$ cat config.mk
export PLATFORM = sky130hd
export DESIGN_NAME = ddr_crc5_engine_flat
export DESIGN_NICKNAME = d
export VERILOG_FILES = /design/src/rtl/ddr_crc5_engine_if.sv /design/src/rtl/ddr_crc5_engine.sv /design/src/flat_wrapper.sv
export SDC_FILE = /design/constraint.sdc
export NUM_CORES = 1
export LEC_CHECK = 0
export CAP_MARGIN = 20
export CORE_ASPECT_RATIO = 0.7
export CORE_MARGIN = 4
export CORE_UTILIZATION = 43
export CTS_CLUSTER_SIZE = 14
export DETAILED_ROUTE_END_ITERATION = 6
export MAX_ROUTING_LAYER = met4
export PLACE_DENSITY = 0.82
export SYNTH_ARGS = -nofsm -noshare
export SYNTH_HDL_FRONTEND = slang
export SYNTH_SLANG_ARGS = --single-unit
$ cat constraint.sdc
create_clock -name i_sys_clk -period 1.1 [get_ports i_sys_clk]
set_input_delay 0.165 -clock i_sys_clk [delete_from_list [all_inputs] [get_ports i_sys_clk]]
set_output_delay 0.165 -clock i_sys_clk [all_outputs]
set_load 0.02 [all_outputs]
$ cat src/rtl/ddr_crc5_engine_if.sv
// RX-to-CRC handshake bundle: byte strobe and enable from RX, checksum and status back.
// RX drives the master side; the CRC engine sits on the slave side.
interface ddr_crc5_engine_if #(
  parameter int unsigned DataWidth = 8
);
  logic                 i_rx_crc_en;
  logic                 i_rx_crc_data_valid;
  logic [DataWidth-1:0] i_rx_crc_data;
  logic [4:0]           o_crc_value;
  logic                 o_crc_valid;
  logic                 o_crc_busy;
  logic                 o_crc_overrun;

  modport master (
    output i_rx_crc_en,
    output i_rx_crc_data_valid,
    output i_rx_crc_data,
    input  o_crc_value,
    input  o_crc_valid,
    input  o_crc_busy,
    input  o_crc_overrun
  );

  modport slave (
    input  i_rx_crc_en,
    input  i_rx_crc_data_valid,
    input  i_rx_crc_data,
    output o_crc_value,
    output o_crc_valid,
    output o_crc_busy,
    output o_crc_overrun
  );
endinterface

$ cat src/rtl/ddr_crc5_engine.sv
// Byte-serial HDR-DDR CRC-5 (x^5 + x^2 + 1), one bit per clock, MSB first.
// Accumulates across all bytes of a transfer; cleared whenever the RX enable window is low.
module ddr_crc5_engine #(
  parameter int unsigned DataWidth = 8,
  parameter logic [4:0]  CrcInit   = 5'b11111,
  parameter logic [4:0]  CrcPoly   = 5'b00101
) (
  input  logic               i_sys_clk,
  input  logic               i_sys_rst,
  ddr_crc5_engine_if.slave   bus
);

  localparam int unsigned CntW = (DataWidth > 1) ? $clog2(DataWidth) : 1;
  localparam logic [CntW-1:0] CntLast = CntW'(DataWidth - 1);

  typedef enum logic [0:0] {StIdle, StShift} state_e;

  state_e               state_q, state_d;
  logic [4:0]           lfsr_q, lfsr_d;
  logic [DataWidth-1:0] sreg_q, sreg_d;
  logic [CntW-1:0]      cnt_q, cnt_d;
  logic                 valid_q, valid_d;
  logic                 busy_q, busy_d;
  logic                 overrun_q, overrun_d;
  logic                 fb;

  always_comb begin
    state_d   = state_q;
    lfsr_d    = lfsr_q;
    sreg_d    = sreg_q;
    cnt_d     = cnt_q;
    valid_d   = valid_q;
    busy_d    = busy_q;
    overrun_d = overrun_q;
    fb        = lfsr_q[4] ^ sreg_q[DataWidth-1];

    // Enable low clears exactly like reset and overrides any strobe or in-flight byte.
    if (!bus.i_rx_crc_en) begin
      state_d   = StIdle;
      lfsr_d    = CrcInit;
      sreg_d    = '0;
      cnt_d     = '0;
      valid_d   = 1'b0;
      busy_d    = 1'b0;
      overrun_d = 1'b0;
    end else begin
      unique case (state_q)
        StIdle: begin
          if (bus.i_rx_crc_data_valid) begin
            sreg_d  = bus.i_rx_crc_data;
            cnt_d   = '0;
            state_d = StShift;
            busy_d  = 1'b1;
            valid_d = 1'b0;
          end
        end
        StShift: begin
          // Galois step: shift left, XOR taps in when the outgoing bit differs from data.
          lfsr_d = {lfsr_q[3:0], 1'b0} ^ (fb ? CrcPoly : 5'b00000);
          sreg_d = sreg_q << 1;
          cnt_d  = cnt_q + CntW'(1);
          if (cnt_q == CntLast) begin
            state_d = StIdle;
            busy_d  = 1'b0;
            valid_d = 1'b1;
          end
          if (bus.i_rx_crc_data_valid) begin
            overrun_d = 1'b1;
          end
        end
        default: state_d = StIdle;
      endcase
    end
  end

  always_ff @(posedge i_sys_clk) begin
    if (!i_sys_rst) begin
      state_q   <= StIdle;
      lfsr_q    <= CrcInit;
      sreg_q    <= '0;
      cnt_q     <= '0;
      valid_q   <= 1'b0;
      busy_q    <= 1'b0;
      overrun_q <= 1'b0;
    end else begin
      state_q   <= state_d;
      lfsr_q    <= lfsr_d;
      sreg_q    <= sreg_d;
      cnt_q     <= cnt_d;
      valid_q   <= valid_d;
      busy_q    <= busy_d;
      overrun_q <= overrun_d;
    end
  end

  assign bus.o_crc_value   = lfsr_q;
  assign bus.o_crc_valid   = valid_q;
  assign bus.o_crc_busy    = busy_q;
  assign bus.o_crc_overrun = overrun_q;

endmodule

$ cat src/flat_wrapper.sv
// flat-port wrapper written by rule: the top's interface ports become plain ports
module ddr_crc5_engine_flat 
#(
  parameter int unsigned DataWidth = 8,
  parameter logic [4:0]  CrcInit   = 5'b11111,
  parameter logic [4:0]  CrcPoly   = 5'b00101
)
  (i_sys_clk, i_sys_rst, bus_i_rx_crc_en, bus_i_rx_crc_data_valid, bus_i_rx_crc_data, bus_o_crc_value, bus_o_crc_valid, bus_o_crc_busy, bus_o_crc_overrun);
  ddr_crc5_engine_if #(.DataWidth(DataWidth)) bus_i ();
  input  logic i_sys_clk;
  input  logic i_sys_rst;
  input wire logic [$bits(bus_i.i_rx_crc_en)-1:0] bus_i_rx_crc_en;
  input wire logic [$bits(bus_i.i_rx_crc_data_valid)-1:0] bus_i_rx_crc_data_valid;
  input wire logic [$bits(bus_i.i_rx_crc_data)-1:0] bus_i_rx_crc_data;
  output wire logic [$bits(bus_i.o_crc_value)-1:0] bus_o_crc_value;
  output wire logic [$bits(bus_i.o_crc_valid)-1:0] bus_o_crc_valid;
  output wire logic [$bits(bus_i.o_crc_busy)-1:0] bus_o_crc_busy;
  output wire logic [$bits(bus_i.o_crc_overrun)-1:0] bus_o_crc_overrun;
  assign bus_i.i_rx_crc_en = bus_i_rx_crc_en;
  assign bus_i.i_rx_crc_data_valid = bus_i_rx_crc_data_valid;
  assign bus_i.i_rx_crc_data = bus_i_rx_crc_data;
  assign bus_o_crc_value = bus_i.o_crc_value;
  assign bus_o_crc_valid = bus_i.o_crc_valid;
  assign bus_o_crc_busy = bus_i.o_crc_busy;
  assign bus_o_crc_overrun = bus_i.o_crc_overrun;
  ddr_crc5_engine #(.DataWidth(DataWidth), .CrcInit(CrcInit), .CrcPoly(CrcPoly)) u_core (.i_sys_clk(i_sys_clk), .i_sys_rst(i_sys_rst), .bus(bus_i));
endmodule
---- Word-level counts from Yosys, hierarchy flattened ----
Cells that the tools add are included.
storage, ports and cells
  register bits ........................... 20
  bits of input ports ..................... 12
  output and inout bits ................... 8
  logic and storage cells ................. 31
operators by class
  add/subtract/negate cells ............... 1
  equality and inequality tests ........... 3
  multiplexer cells ....................... 14
  bitwise gates (word level) .............. 3
  reductions and logical operators ........ 3
operators with widths
  operator                                                        count
  8-bit one-hot mux with 2 select lines                           1
  8-bit 2-to-1 mux                                                1
  1-bit 2-to-1 mux                                                6
  3-bit 2-to-1 mux                                                2
  1-bit one-hot mux with 2 select lines                           3
  3-bit one-hot mux with 2 select lines                           1
  2-bit AND reduction                                             3
  5-bit XOR                                                       1
  2-bit != test (second input constant)                           2
  3-bit by 1-bit adder with 3-bit output (second input constant)  1
  3-bit == test (second input constant)                           1
  1-bit inverter                                                  1
  1-bit XOR                                                       1

---- Longest topological paths before layout ----
Gate-level depths: netlist (run 1).
  depth after elaboration ................. 3
  depth in mapped cells ................... 5

---- Worst setup path after synthesis (run 1) ----
No wires, ideal clock.
  path type ............................... reg2reg
  start point ............................. register u_core.cnt_q[0]
  end point ............................... register u_core.cnt_q[2]
  setup time .............................. 117 ps
  arrival ................................. 934 ps
  slack ................................... 49 ps
  cell stages (with the launch flop) ...... 5
  period minus slack after synthesis ...... 1051 ps
  path through ............................ dfxtp_1 ha_1 ha_1 a21oi_1 nor2_1
between the ends
  longest elaborated chain between the ends .. 2
RTL lines
  element                                 RTL line               text
  from (decl)                             ddr_crc5_engine.sv:21  logic [CntW-1:0] cnt_q, cnt_d;
  from (signal assigned)                  ddr_crc5_engine.sv:89  cnt_q <= cnt_d;
  3-bit by 1-bit adder with 3-bit output  ddr_crc5_engine.sv:61  cnt_d = cnt_q + CntW'(1);
  3-bit one-hot mux with 2 select lines   ddr_crc5_engine.sv:47  unique case (state_q)
No other way between the ends.
A chain may end at the register's enable or synchronous reset.

---- Worst setup path after layout (run 1) ----
Same ends and word-level chain as after synthesis.

==> results of run 1 <==
final cells by class:
cell class,count,share of cell area [%]
clock buffer,4,3.142
inverter,3,1.192
multi-input combinational,57,35.54
sequential,20,34.99
tap,22,2.384
timing repair buffer,29,22.75
timing repair:
item / 4_1_cts / 5_1_grt
pin swaps: 0 / 1
hold buffers: 0 / 0
setup endpoints to repair: 9 / 10
buffers inserted: 1 / 0
resized for setup: 28 / 13
stage by stage:
stage | TNS (ns) | std cells
2_1_floorplan | 0 | 86
3_3_place_gp | -1.429 | 130
3_5_place_dp | -2.002 | 130
4_1_cts | 0 | 135
5_1_grt | -0.01036 | 135
6_report | 0 | 135
metal layers:
layer | wire (microns) | up-vias
met5 | 0 | -
met4 | 8 | 0
met3 | 93 | 2
met2 | 963 | 17
met1 | 794 | 324
li1 | - | 353
power breakdown:
part	internal (mW)	total, mW	leakage (nW)	switching [mW]
Sequential	0.744	0.758	0.164	0.0142
Clock	0.202	0.421	0.0210	0.219
Combinational	0.102	0.182	0.298	0.0795
Total	1.05	1.36	0.483	0.313
registers in the layout, summed over array words and instances (netlist names):
signal                    flops
u_core.bus.o_crc_busy         1
u_core.state_q                1
u_core.bus.o_crc_valid        1
u_core.bus.o_crc_overrun      1
u_core.sreg_q                 8
u_core.bus.o_crc_value        5
u_core.cnt_q                  3
cells by family (layout without fill, tap and decap cells):
logic type | count (synthesis) | in the layout | synth area share [%]
xor+xnor | 2 | 2 | 2.023
compound gates | 18 | 18 | 14.02
fa+ha+maj | 3 | 3 | 4.336
buf+inv | 9 | 36 | 8.525
mux | 11 | 11 | 12.72
simple gates | 23 | 23 | 12.14
flops | 20 | 20 | 46.24
path summary, 6_finish.rpt:
kind	from	cells past startpoint	slack, ns	endpoint
setup reg to reg	u_core.cnt_q[0]	4	0.05	u_core.cnt_q[2]
hold reg to reg	u_core.bus.o_crc_valid	2	0.48	u_core.bus.o_crc_valid
hold / removal	u_core.bus.o_crc_valid	2	0.48	u_core.bus.o_crc_valid
setup / recovery	u_core.cnt_q[0]	4	0.05	u_core.cnt_q[2]
tightest hold or removal path: stages (launching register included):
cell and delay (ns):
dfxtp_1 0.32, o21ai_0 0.06, a21oi_1 0.06
layout by cell type, fill, tap and decap left out, types with 2 or more instances in the layout:
cell type and n:
clkbuf_4 3, inv_1 2, a21oi_1 5, nor2_1 14, clkdlybuf4s50_1 11, nor3b_1 3
buf_12 3, buf_2 8, nand3_1 3, mux2i_1 11, ha_1 2, a211oi_1 8
dfxtp_1 17, dfxtp_2 3, buf_4 7
==> results.cfg, run 1 <==
[status]
status = completed

[worst_setup_path]
start_kind = register
critPathArrivalTime_ns = 1.26
slowest_stage = dfxtp_2
worstPathMaxFanout = 2
slowest_delay_ns = 0.34
endpoint_kind = register
crit_family = adder cells
crit_chain = ha_2, ha_1, a21oi_2, nor2_1
critical_path_class = reg -> reg
crit_required_ns = 1.31
critPathBufInv = 0

[place]
numPortBuffers = 19
gp_congestion = 0.7102
dp_hpwl_mm = 1.367
pre_cts_slack_ns = -0.2024
place_area_sq_mm = 0.001126

[power_and_ir_drop]
power_density_mw_per_mm2 = 1178
ir_worst_vdd_mv = 1.097
p_leak_nw = 0.4831
p_total_mw = 1.361

[global_route]
grt-ovfl-total = 0
grt_pass1_vias = 657
grt_max_degree = 19
grt.busiest_layer = met2
grt_antenna_before_repair = 0
grtUsageMet2_pct = 25.89
grtUsageMet3_pct = 6.232
track_usage_pct = 15.43
met1_usage_pct = 17.61
grt_pass1_wl_mm = 2.980

[floorplanning]
core-area_sq_mm = 0.001887
die_y_microns = 45.55
rows = 13
initial_utilization_pct = 45.89
fp.dieArea_sq_mm = 0.002807
io_pins = 20
chipWidth_microns = 61.64

[timing]
drv_slew = 0
holdWs_ns = 0.4843
layout_min_cycle_time_ns = 1.050
clock_skew_ns = 0.001549
period_share_pct = 95.45
fin_ws_ns = 0.05010
fmax_mhz = 952.5
tightest_slew_ns = 0.2614
slew_headroom_pct = 82.47
hold_viol_final = 0
setup_violations = 0

[logic_synthesis]
synth_nets = 101
synth_common_cells = dfxtp_1, nor2_1, mux2i_1, a211oi_1, a21oi_1
yosysMostFrequentCell = dfxtp_1
synth_top_cell_by_area = dfxtp_1
avgSynthCellArea_sq_um = 10.07
ys_async_sr_fraction_pct = 0
ys_seq_elements = 20
synth_top_area_share_pct = 46.24
synth-seq-area-share_pct = 46.24
synthDistinctLibCells = 22
ys_warn_count = 0
ys_top_cells_by_area = dfxtp_1, mux2i_1, a211oi_1, nor2_1, ha_1
synth_edf_count = 0
synthCells = 86
yosys_most_used_dff = dfxtp_1
synthesis.area_sq_um = 865.8

[worst_hold_path]
hp-class = reg -> reg

[drt]
drtPass1Iterations = 4
initialDrtViolationCount = 17
wl_per_cell_microns = 13.77
ant_nets = 0
drc = 0
vias_per_cell = 5.156
via_count = 696
finalWirelength_mm = 1.859

[final_layout]
fin_nets = 129
multi_input_area_sq_um = 410.4
final_cell_area_sq_mm = 0.001155
syn_to_final_growth_pct = 33.38
ff_latch_area_sq_um = 404.1
layout-drive-gt1-share_pct = 28.32
antenna_cells = 0
postLayoutCoreUtil_pct = 61.21
fill_cells = 176

[clock_tree]
root_buffer = clkbuf_4
cts_made_buffers = 3
cts_max_level = 1
cts_tree = built
clock_latency_ns = 0.29
clk_pin_slew_ns = 0.11
cts_sinks = 20
cts_buffer_depth = 2

[run]
max-cap-violations = 0
No activity file was read; power rests on OpenSTA's default activity.
==> run 2, diff against run 1 <==
--- a/config.mk
+++ b/config.mk
@@ -13,6 +13,7 @@
 export DETAILED_ROUTE_END_ITERATION = 6
 export MAX_ROUTING_LAYER = met4
 export PLACE_DENSITY = 0.82
+export RECOVER_POWER = 25
 export SYNTH_ARGS = -nofsm -noshare
 export SYNTH_HDL_FRONTEND = slang
 export SYNTH_SLANG_ARGS = --single-unit
==> results of run 2 <==
Final layout, timing and power as in run 1 (identical DEF).
==> run 3, diff against run 2 <==
--- a/config.mk
+++ b/config.mk
@@ -9,7 +9,6 @@
 export CORE_ASPECT_RATIO = 0.7
 export CORE_MARGIN = 4
 export CORE_UTILIZATION = 43
-export CTS_CLUSTER_SIZE = 14
 export DETAILED_ROUTE_END_ITERATION = 6
 export MAX_ROUTING_LAYER = met4
 export PLACE_DENSITY = 0.82
==> results of run 3 <==
Final layout, timing and power as in run 1 (identical DEF).
